**src/rtl/dnn_output_stage.sv**
```systemverilog
// Output stage of the DNN datapath: buffers result vectors (one active, one pending),
// streams their elements over valid/ready and reports each vector's argmax class.
module dnn_output_stage #(
    parameter int unsigned NUM_OUT = 4,
    parameter int unsigned WIDTH   = 5,
    parameter int unsigned IDX_W   = $clog2(NUM_OUT)
) (
    input  logic                     clk,
    input  logic                     rst_n,
    input  logic                     in_ready,
    input  logic [NUM_OUT*WIDTH-1:0] in_vec,
    output logic                     in_busy,
    output logic                     out_valid,
    input  logic                     out_ready,
    output logic [WIDTH-1:0]         out_data,
    output logic [IDX_W-1:0]         out_index,
    output logic                     out_last,
    output logic                     class_valid,
    output logic [IDX_W-1:0]         class_idx,
    output logic                     overflow,
    input  logic                     clr_overflow
);

    localparam int unsigned VEC_W = NUM_OUT * WIDTH;

    typedef enum logic {IDLE, SEND} state_t;

    state_t             state_q, state_d;
    logic [VEC_W-1:0]   act_vec_q, act_vec_d;
    logic [VEC_W-1:0]   pend_vec_q, pend_vec_d;
    logic [IDX_W-1:0]   pend_cls_q, pend_cls_d;
    logic [IDX_W-1:0]   act_cls_d;
    logic [IDX_W-1:0]   cnt_d;
    logic               pend_valid_d;
    logic               ovf_d;
    logic               load_d;
    logic [WIDTH-1:0]   data_d;
    logic               last_d;
    logic               hs, finish, accept;
    logic [IDX_W-1:0]   in_cls;

    // Signed argmax; strict compare keeps the lowest index on ties.
    function automatic logic [IDX_W-1:0] argmax(input logic [VEC_W-1:0] v);
        logic signed [WIDTH-1:0] best;
        logic signed [WIDTH-1:0] e;
        logic [IDX_W-1:0]        idx;
        best = v[WIDTH-1:0];
        idx  = '0;
        for (int i = 1; i < NUM_OUT; i++) begin
            e = v[i*WIDTH +: WIDTH];
            if (e > best) begin
                best = e;
                idx  = IDX_W'(i);
            end
        end
        return idx;
    endfunction

    assign in_cls = argmax(in_vec);

    // Next-state, buffer movement and registered output values.
    always_comb begin
        state_d      = state_q;
        act_vec_d    = act_vec_q;
        act_cls_d    = class_idx;
        pend_vec_d   = pend_vec_q;
        pend_cls_d   = pend_cls_q;
        pend_valid_d = in_busy;
        cnt_d        = out_index;
        load_d       = 1'b0;
        data_d       = '0;
        last_d       = 1'b0;

        hs     = out_valid && out_ready;
        finish = hs && out_last;
        accept = in_ready && (!in_busy || finish);

        ovf_d = overflow;
        if (clr_overflow)
            ovf_d = 1'b0;
        if (in_ready && !accept)
            ovf_d = 1'b1;

        case (state_q)
            IDLE: begin
                if (in_ready) begin
                    state_d   = SEND;
                    act_vec_d = in_vec;
                    act_cls_d = in_cls;
                    cnt_d     = '0;
                    load_d    = 1'b1;
                end
            end
            SEND: begin
                if (finish) begin
                    cnt_d = '0;
                    if (in_busy) begin
                        act_vec_d = pend_vec_q;
                        act_cls_d = pend_cls_q;
                        load_d    = 1'b1;
                        if (in_ready) begin
                            pend_vec_d = in_vec;
                            pend_cls_d = in_cls;
                        end else begin
                            pend_valid_d = 1'b0;
                        end
                    end else if (in_ready) begin
                        act_vec_d = in_vec;
                        act_cls_d = in_cls;
                        load_d    = 1'b1;
                    end else begin
                        state_d = IDLE;
                    end
                end else begin
                    if (hs)
                        cnt_d = out_index + IDX_W'(1);
                    if (in_ready && !in_busy) begin
                        pend_vec_d   = in_vec;
                        pend_cls_d   = in_cls;
                        pend_valid_d = 1'b1;
                    end
                end
            end
            default: state_d = IDLE;
        endcase

        if (state_d == SEND) begin
            for (int i = 0; i < NUM_OUT; i++) begin
                if (cnt_d == IDX_W'(i))
                    data_d = act_vec_d[i*WIDTH +: WIDTH];
            end
            last_d = (cnt_d == IDX_W'(NUM_OUT - 1));
        end
    end

    always_ff @(posedge clk or negedge rst_n) begin
        if (!rst_n) begin
            state_q     <= IDLE;
            act_vec_q   <= '0;
            pend_vec_q  <= '0;
            pend_cls_q  <= '0;
            in_busy     <= 1'b0;
            out_valid   <= 1'b0;
            out_data    <= '0;
            out_index   <= '0;
            out_last    <= 1'b0;
            class_valid <= 1'b0;
            class_idx   <= '0;
            overflow    <= 1'b0;
        end else begin
            state_q     <= state_d;
            act_vec_q   <= act_vec_d;
            pend_vec_q  <= pend_vec_d;
            pend_cls_q  <= pend_cls_d;
            in_busy     <= pend_valid_d;
            out_valid   <= (state_d == SEND);
            out_data    <= data_d;
            out_index   <= cnt_d;
            out_last    <= last_d;
            class_valid <= load_d;
            class_idx   <= act_cls_d;
            overflow    <= ovf_d;
        end
    end

endmodule

```
**config.mk**
```make
export PLATFORM = sky130hd
export DESIGN_NAME = dnn_output_stage
export DESIGN_NICKNAME = d
export VERILOG_FILES = /design/src/rtl/dnn_output_stage.sv
export SDC_FILE = /design/constraint.sdc
export NUM_CORES = 1
export LEC_CHECK = 0
export BUFFER_PORTS_ARGS = -buffer_cell sky130_fd_sc_hd__buf_4
export CELL_PAD_IN_SITES_DETAIL_PLACEMENT = 0
export CELL_PAD_IN_SITES_GLOBAL_PLACEMENT = 1
export CORE_MARGIN = 2
export CORE_UTILIZATION = 46
export CTS_CLUSTER_DIAMETER = 60
export DETAILED_ROUTE_END_ITERATION = 8
export GPL_TIMING_DRIVEN = 0
export PLACE_DENSITY_LB_ADDON = 0.25
export SETUP_SLACK_MARGIN = 0.1
export SLEW_MARGIN = 20
export SYNTH_ARGS = -nofsm -noshare
export SYNTH_HDL_FRONTEND = slang
export SYNTH_SLANG_ARGS = --single-unit
```
**constraint.sdc**
```tcl
create_clock -name clk -period 2.1 [get_ports clk]
set_input_delay 0 -clock clk [delete_from_list [all_inputs] [get_ports clk]]
set_output_delay 0 -clock clk [all_outputs]
set_load 0.02 [all_outputs]
```
* Word-level counts from Yosys, hierarchy flattened
Cells that the tools add are included.
** Word-level totals
- Word-level logic and storage cells :: 77
- Output and inout port bits :: 14
- Register bits after elaboration :: 56
- Input port bits :: 25
** Operators by class
- Multiplexer cells :: 42
- Magnitude comparators :: 3
- Eq/ne operators :: 6
- Add/sub/neg operators :: 1
- Bitwise gates (word level) :: 1
- Reductions and logical operators :: 13
** Operators by type and width (count)
- 20-bit 2-to-1 mux :: 7
- 20-bit case mux with 2 select lines :: 1
- 5-bit 2-to-1 mux :: 7
- 2-bit 2-to-1 mux :: 12
- 5-bit greater-than comparator :: 3
- 1-bit 2-to-1 mux :: 11
- 2-bit case mux with 2 select lines :: 2
- 1-bit logical AND :: 5
- 2-bit == test, second input constant :: 2
- 2-bit inequality test, second input constant :: 2
- 1-bit case mux with 2 select lines :: 2
- 4-bit AND reduction :: 1
- 2-bit nonzero test :: 2
- 2-bit by 1-bit adder with 2-bit output, second input constant :: 1
- 2-bit by 1-bit == test with 1-bit output, second input constant :: 1
- 1-bit zero test :: 2
- 2-bit zero test :: 1
- 2-bit by 1-bit inequality test with 1-bit output, second input constant :: 1
- 2-bit AND reduction :: 1
- 1-bit logical OR :: 1
- 1-bit NOT :: 1

* Logic depth before layout (Yosys ltp)
- Depth after elaboration :: 10
- Gate-level depth with buffers :: 18
- Mapped depth without buffers :: 18

* Worst setup path before layout
Ideal clock, no wire load.
- Path type :: in2reg
- From :: in in_vec[2]
- To :: reg class_idx[0]
- Buffers on the path :: 0
- Cell stages on the path :: 17
- Library setup time :: 0.161 ns
- Data arrival time :: 3.429 ns
- Data required time :: 1.939 ns
- Path slack :: -1.490 ns
- Cell sequence :: inv_1 ha_1 a21oi_1 o221ai_1 o21ai_1 mux2i_1 ha_1 a21oi_1 o22ai_1 o21ai_1 nor2_1 a21o_1 ha_1 a21oi_1 o21ai_0 o41ai_1 a41oi_1
** Between the ends
- Cells in the longest elaborated chain, start to end :: 10
- Elaborated cells between the ends (all ways) :: 12
- Those cells by class :: order compare: 3; mux: 9
** Ends and longest elaborated chain
- start: declaration :: RTL line 11 : input logic [NUM_OUT*WIDTH-1:0] in_vec,
- 5-bit greater-than comparator :: RTL line 51 : if (e > best) begin
- 5-bit 2-to-1 mux :: RTL line 51
- 5-bit greater-than comparator :: RTL line 51
- 5-bit 2-to-1 mux :: RTL line 51
- 5-bit greater-than comparator :: RTL line 51
- 2-bit 2-to-1 mux * :: RTL line 51
- 2-bit 2-to-1 mux * :: RTL line 86, 107
- 2-bit 2-to-1 mux :: RTL line 97 : if (in_busy) begin
- 2-bit 2-to-1 mux :: RTL line 95 : if (finish) begin
- 2-bit case mux with 2 select lines * :: RTL line 84 : case (state_q)
- end signal: assignment :: RTL line 161 : class_idx <= act_cls_d;
- end: declaration :: RTL line 19 : output logic [IDX_W-1:0] class_idx,
Mark *: on every way between the ends. The rest lies on a longest branch, timed or not. The select of a mux whose other input is x is not followed.
A chain may end at the register's enable or synchronous reset.

* Worst setup path after layout
- From :: in in_vec[0]
- To :: reg class_idx[0]
The elaborated chain is that of the path after synthesis.

==> insert_results.sql <==
INSERT INTO impl_metrics (metric_group, metric, value, unit) VALUES
('logic_synthesis', 'syn_area', '0.00345', 'mm²'),
('floorplanning', 'io_pins', '39', ''),
('route', 'routed_vias', '3034', ''),
('logic_synthesis', 'synth.lib_cells_used.distinct', '52', ''),
('clock_network', 'htree_levels', '2', ''),
('logic_synthesis', 'postSynthCellCount', '338', ''),
('placed_design', 'port_buffers', '36', ''),
('critical_path', 'crit_path_max_incr_delay', '0.35', 'ns'),
('placed_design', 'gp_routability_congestion', '0.872', ''),
('final_layout', 'stdcell_area', '0.00461', 'mm²'),
('power', 'power_per_cell_area', '1080', 'mW/mm²'),
('sta', 'final-setup-viol-count', '4', ''),
('run_status', 'run_status', 'finished with violations', ''),
('final_layout', 'antenna-diode-count', '0', ''),
('floorplanning', 'fp.coreArea', '0.00725', 'mm²'),
('sta', 'timing.fmax', '317', 'MHz'),
('clock_network', 'clock_path_buffers', '2', ''),
('clock_network', 'root_buffer', 'clkbuf_8', ''),
('logic_synthesis', 'synth-edff-count', '0', ''),
('sta', 'worstMarginPinSlew', '0.729', 'ns'),
('run_status', 'failed_checks', 'negative setup slack', ''),
('logic_synthesis', 'post_synth_xor_area_fraction', '0', ''),
('logic_synthesis', 'main_combinational_cell_family_by_area_after_synthesis', 'compound AO/OA/AOI/OAI gates', ''),
('power', 'vdd_drop_max', '0.649', 'mV'),
('route', 'detailroute.wirelength.met3', '421', 'µm'),
('clock_network', 'clk_pin_slew', '0.11', 'ns'),
('logic_synthesis', 'post_synth.cell_area_avg', '10.2', 'µm²'),
('sta', 'final_slew_violations', '0', ''),
('clock_network', 'cts_inserted_buffers', '5', ''),
('critical_path', 'startpoint_type', 'input port', ''),
('power', 'design_power_total', '4.98', 'mW'),
('floorplanning', 'die_width', '90.6', 'µm'),
('critical_path', 'worst-setup-path-type', 'input port to register', ''),
('critical_path', 'end_kind', 'register', ''),
('floorplanning', 'initial_utilization', '0.476', ''),
('critical_path', 'critical_path.top_delay_family', 'compound AO/OA/AOI/OAI gates', ''),
('sta', 'rsz0062_at_grt', 'true', ''),
('floorplanning', 'rows', '31', ''),
('placed_design', 'numPlacedInstances', '473', ''),
('logic_synthesis', 'synth-adder-area-share', '0.0544', ''),
('sta', 'fin_worst_skew', '0.00913', 'ns'),
('critical_path', 'r2r-start', 'state_q', ''),
('logic_synthesis', 'ys_flop_type', 'dfrtp_1', ''),
('placed_design', 'dpl_cell_area', '0.00391', 'mm²'),
('floorplanning', 'die_area', '0.00821', 'mm²'),
('critical_path', 'slowest_stage', 'ha_1', ''),
('critical_path', 'crit_required', '2.26', 'ns'),
('route', 'starting_drc_count_in_detailed_routing', '106', ''),
('sta', 'slack_of_the_critical_path', '-1.05', 'ns'),
('worst_hold_path', 'hp-class', 'input port to register', ''),
('placed_design', 'hpwl', '6660', 'µm'),
('critical_path', 'critPathLaunch', 'in_vec[0]', ''),
('critical_path', 'crit_path_max_fanout', '5', ''),
('route', 'drt_drc_violations_left', '0', ''),
('critical_path', 'critical_path.most_common_cell', 'buf_4', ''),
('logic_synthesis', 'muxShareOfSynthArea', '0.154', ''),
('grt', 'pin_count_of_the_biggest_net_entering_global_routing', '57', ''),
('logic_synthesis', 'synth_compound_area_frac', '0.196', ''),
('floorplanning', 'die_h', '90.6', 'µm'),
('final_layout', 'n_fill_cell', '600', ''),
('route', 'met1Wirelength', '4450', 'µm'),
('sta', 'final-hold-violation-count', '0', ''),
('clock_network', 'cts.sinks', '56', ''),
('worst_hold_path', 'hold_path_startpoint', 'in_vec[6]', ''),
('sta', 'fin_crit', '3.15', 'ns'),
('logic_synthesis', 'yosys_warnings', '0', ''),
('route', 'drtPass1Iterations', '4', ''),
('power', 'p_leak', '2.05', 'nW'),
('job', 'drv.max_cap_violation_count', '0', ''),
('clock_network', 'clock_tree_from_tritoncts', 'built', ''),
('clock_network', 'insertion_delay', '0.31', 'ns');
## state kept, by name, summed over array words and instances (netlist names)
signal and cells:
act_vec_q 20, pend_vec_q 20, out_data 5, class_idx 2, out_index 2, pend_cls_q 2, class_valid 1, in_busy 1
out_last 1, overflow 1, state_q 1
## routing by layer
metal / vias to the layer above / track usage
met2: 75 / 0.397
met3: 10 / 0.0359
met1: 1524 / 0.344
li1: 1425 / -
met4: 0 / 0.0667
met5: - / 0
## cells in the final DEF, fill, tap and decap left out, types with 11 or more instances in the layout
cell and count:
mux2i_1 21, o22ai_1 13, a21oi_1 18, o21ai_0 14, dfrtp_1 55, mux2_2 23
buf_4 53, dlygate4sd3_1 19, nand2_1 13, inv_1 11
## cells in the mapped netlist (3+ instances only)
library cell  number  share of area
and3_1             4         0.0072
nor4_1             3         0.0054
mux2i_1           25          0.072
a21bo_2            6          0.017
or2_2              6          0.011
mux2_2            25          0.082
nor2_1            10          0.011
a31oi_1            3         0.0054
nand2_1           15          0.016
a211oi_1           3         0.0065
a21o_1             3         0.0065
buf_6              3         0.0098
o22ai_1           14          0.025
dfrtp_1           56           0.41
nand2b_1           4         0.0072
and4_1             6          0.015
o211ai_1           4         0.0087
a21oi_1           22          0.032
buf_2              9          0.013
nand4_1            9          0.016
o21a_1             4         0.0087
clkbuf_1           7         0.0076
ha_1              15          0.054
inv_1             16          0.017
a221o_1            3         0.0087
o21ai_0           16          0.023
a21boi_0           6          0.013
a22oi_1            8          0.017
## worst register-to-register path, stage by stage, from the launching register on
cell     delay (ns)
dfrtp_1        0.36
buf_4          0.16
inv_2          0.06
buf_6          0.14
and3_4         0.17
or2_0          0.22
buf_2          0.16
and3_2         0.25
a221o_1        0.36
## area by class of cell
| class | count | area [µm²] | share of cell area |
|---|---|---|---|
| buffer | 23 | 149 | 0.0323 |
| clock inverter | 3 | 22.5 | 0.00488 |
| timing repair buffer | 75 | 637 | 0.138 |
| tap | 99 | 124 | 0.0269 |
| clock buffer | 5 | 68.8 | 0.0149 |
| inverter | 18 | 72.6 | 0.0157 |
| sequential | 56 | 1400 | 0.304 |
| multi-input combinational | 241 | 2130 | 0.463 |
## report_power, final
part | internal [mW] | leakage, nW | switching, mW
Combinational | 1.31 | 1.34 | 1.26
Sequential | 1.57 | 0.660 | 0.245
Clock | 0.240 | 0.0485 | 0.363
Total | 3.11 | 2.05 | 1.86
## cell families (layout without fill, tap and decap cells)
kind of cell | Yosys count | in the layout
mux | 50 | 50
compound gates | 101 | 101
buf+inv | 41 | 124
simple gates | 75 | 75
flops | 56 | 56
fa+ha+maj | 15 | 15
## per-stage QoR
step,util,setup WS [ns]
detailed placement,0.539,-1.76
global route,0.636,-1.17
global placement,0.539,-1.73
finish,0.636,-1.05
CTS,0.608,-0.953
floorplan,-,-1.06
## repair_timing
item | CTS | global route
gates resized for setup | 29 | 32
hold buffers | 19 | 0
endpoints found under the hold margin | 74 | 0
buffers inserted | 10 | 10
pin swaps | 20 | 15
endpoints found under the setup margin | 25 | 25
## worst paths after layout
check / end / slack, ns / depth (start not counted)
hold reg to reg: pend_vec_q[2] / 0.52 / 1
setup reg to reg: out_data[4] / 0.12 / 8
min in group asynchronous: out_data[1] / 0.29 / 2
hold / removal: pend_vec_q[6] / 0.01 / 2
max in group asynchronous: out_index[1] / 1.30 / 2
setup / recovery: class_idx[0] / -1.05 / 19
(Power assumes the default switching activity.)
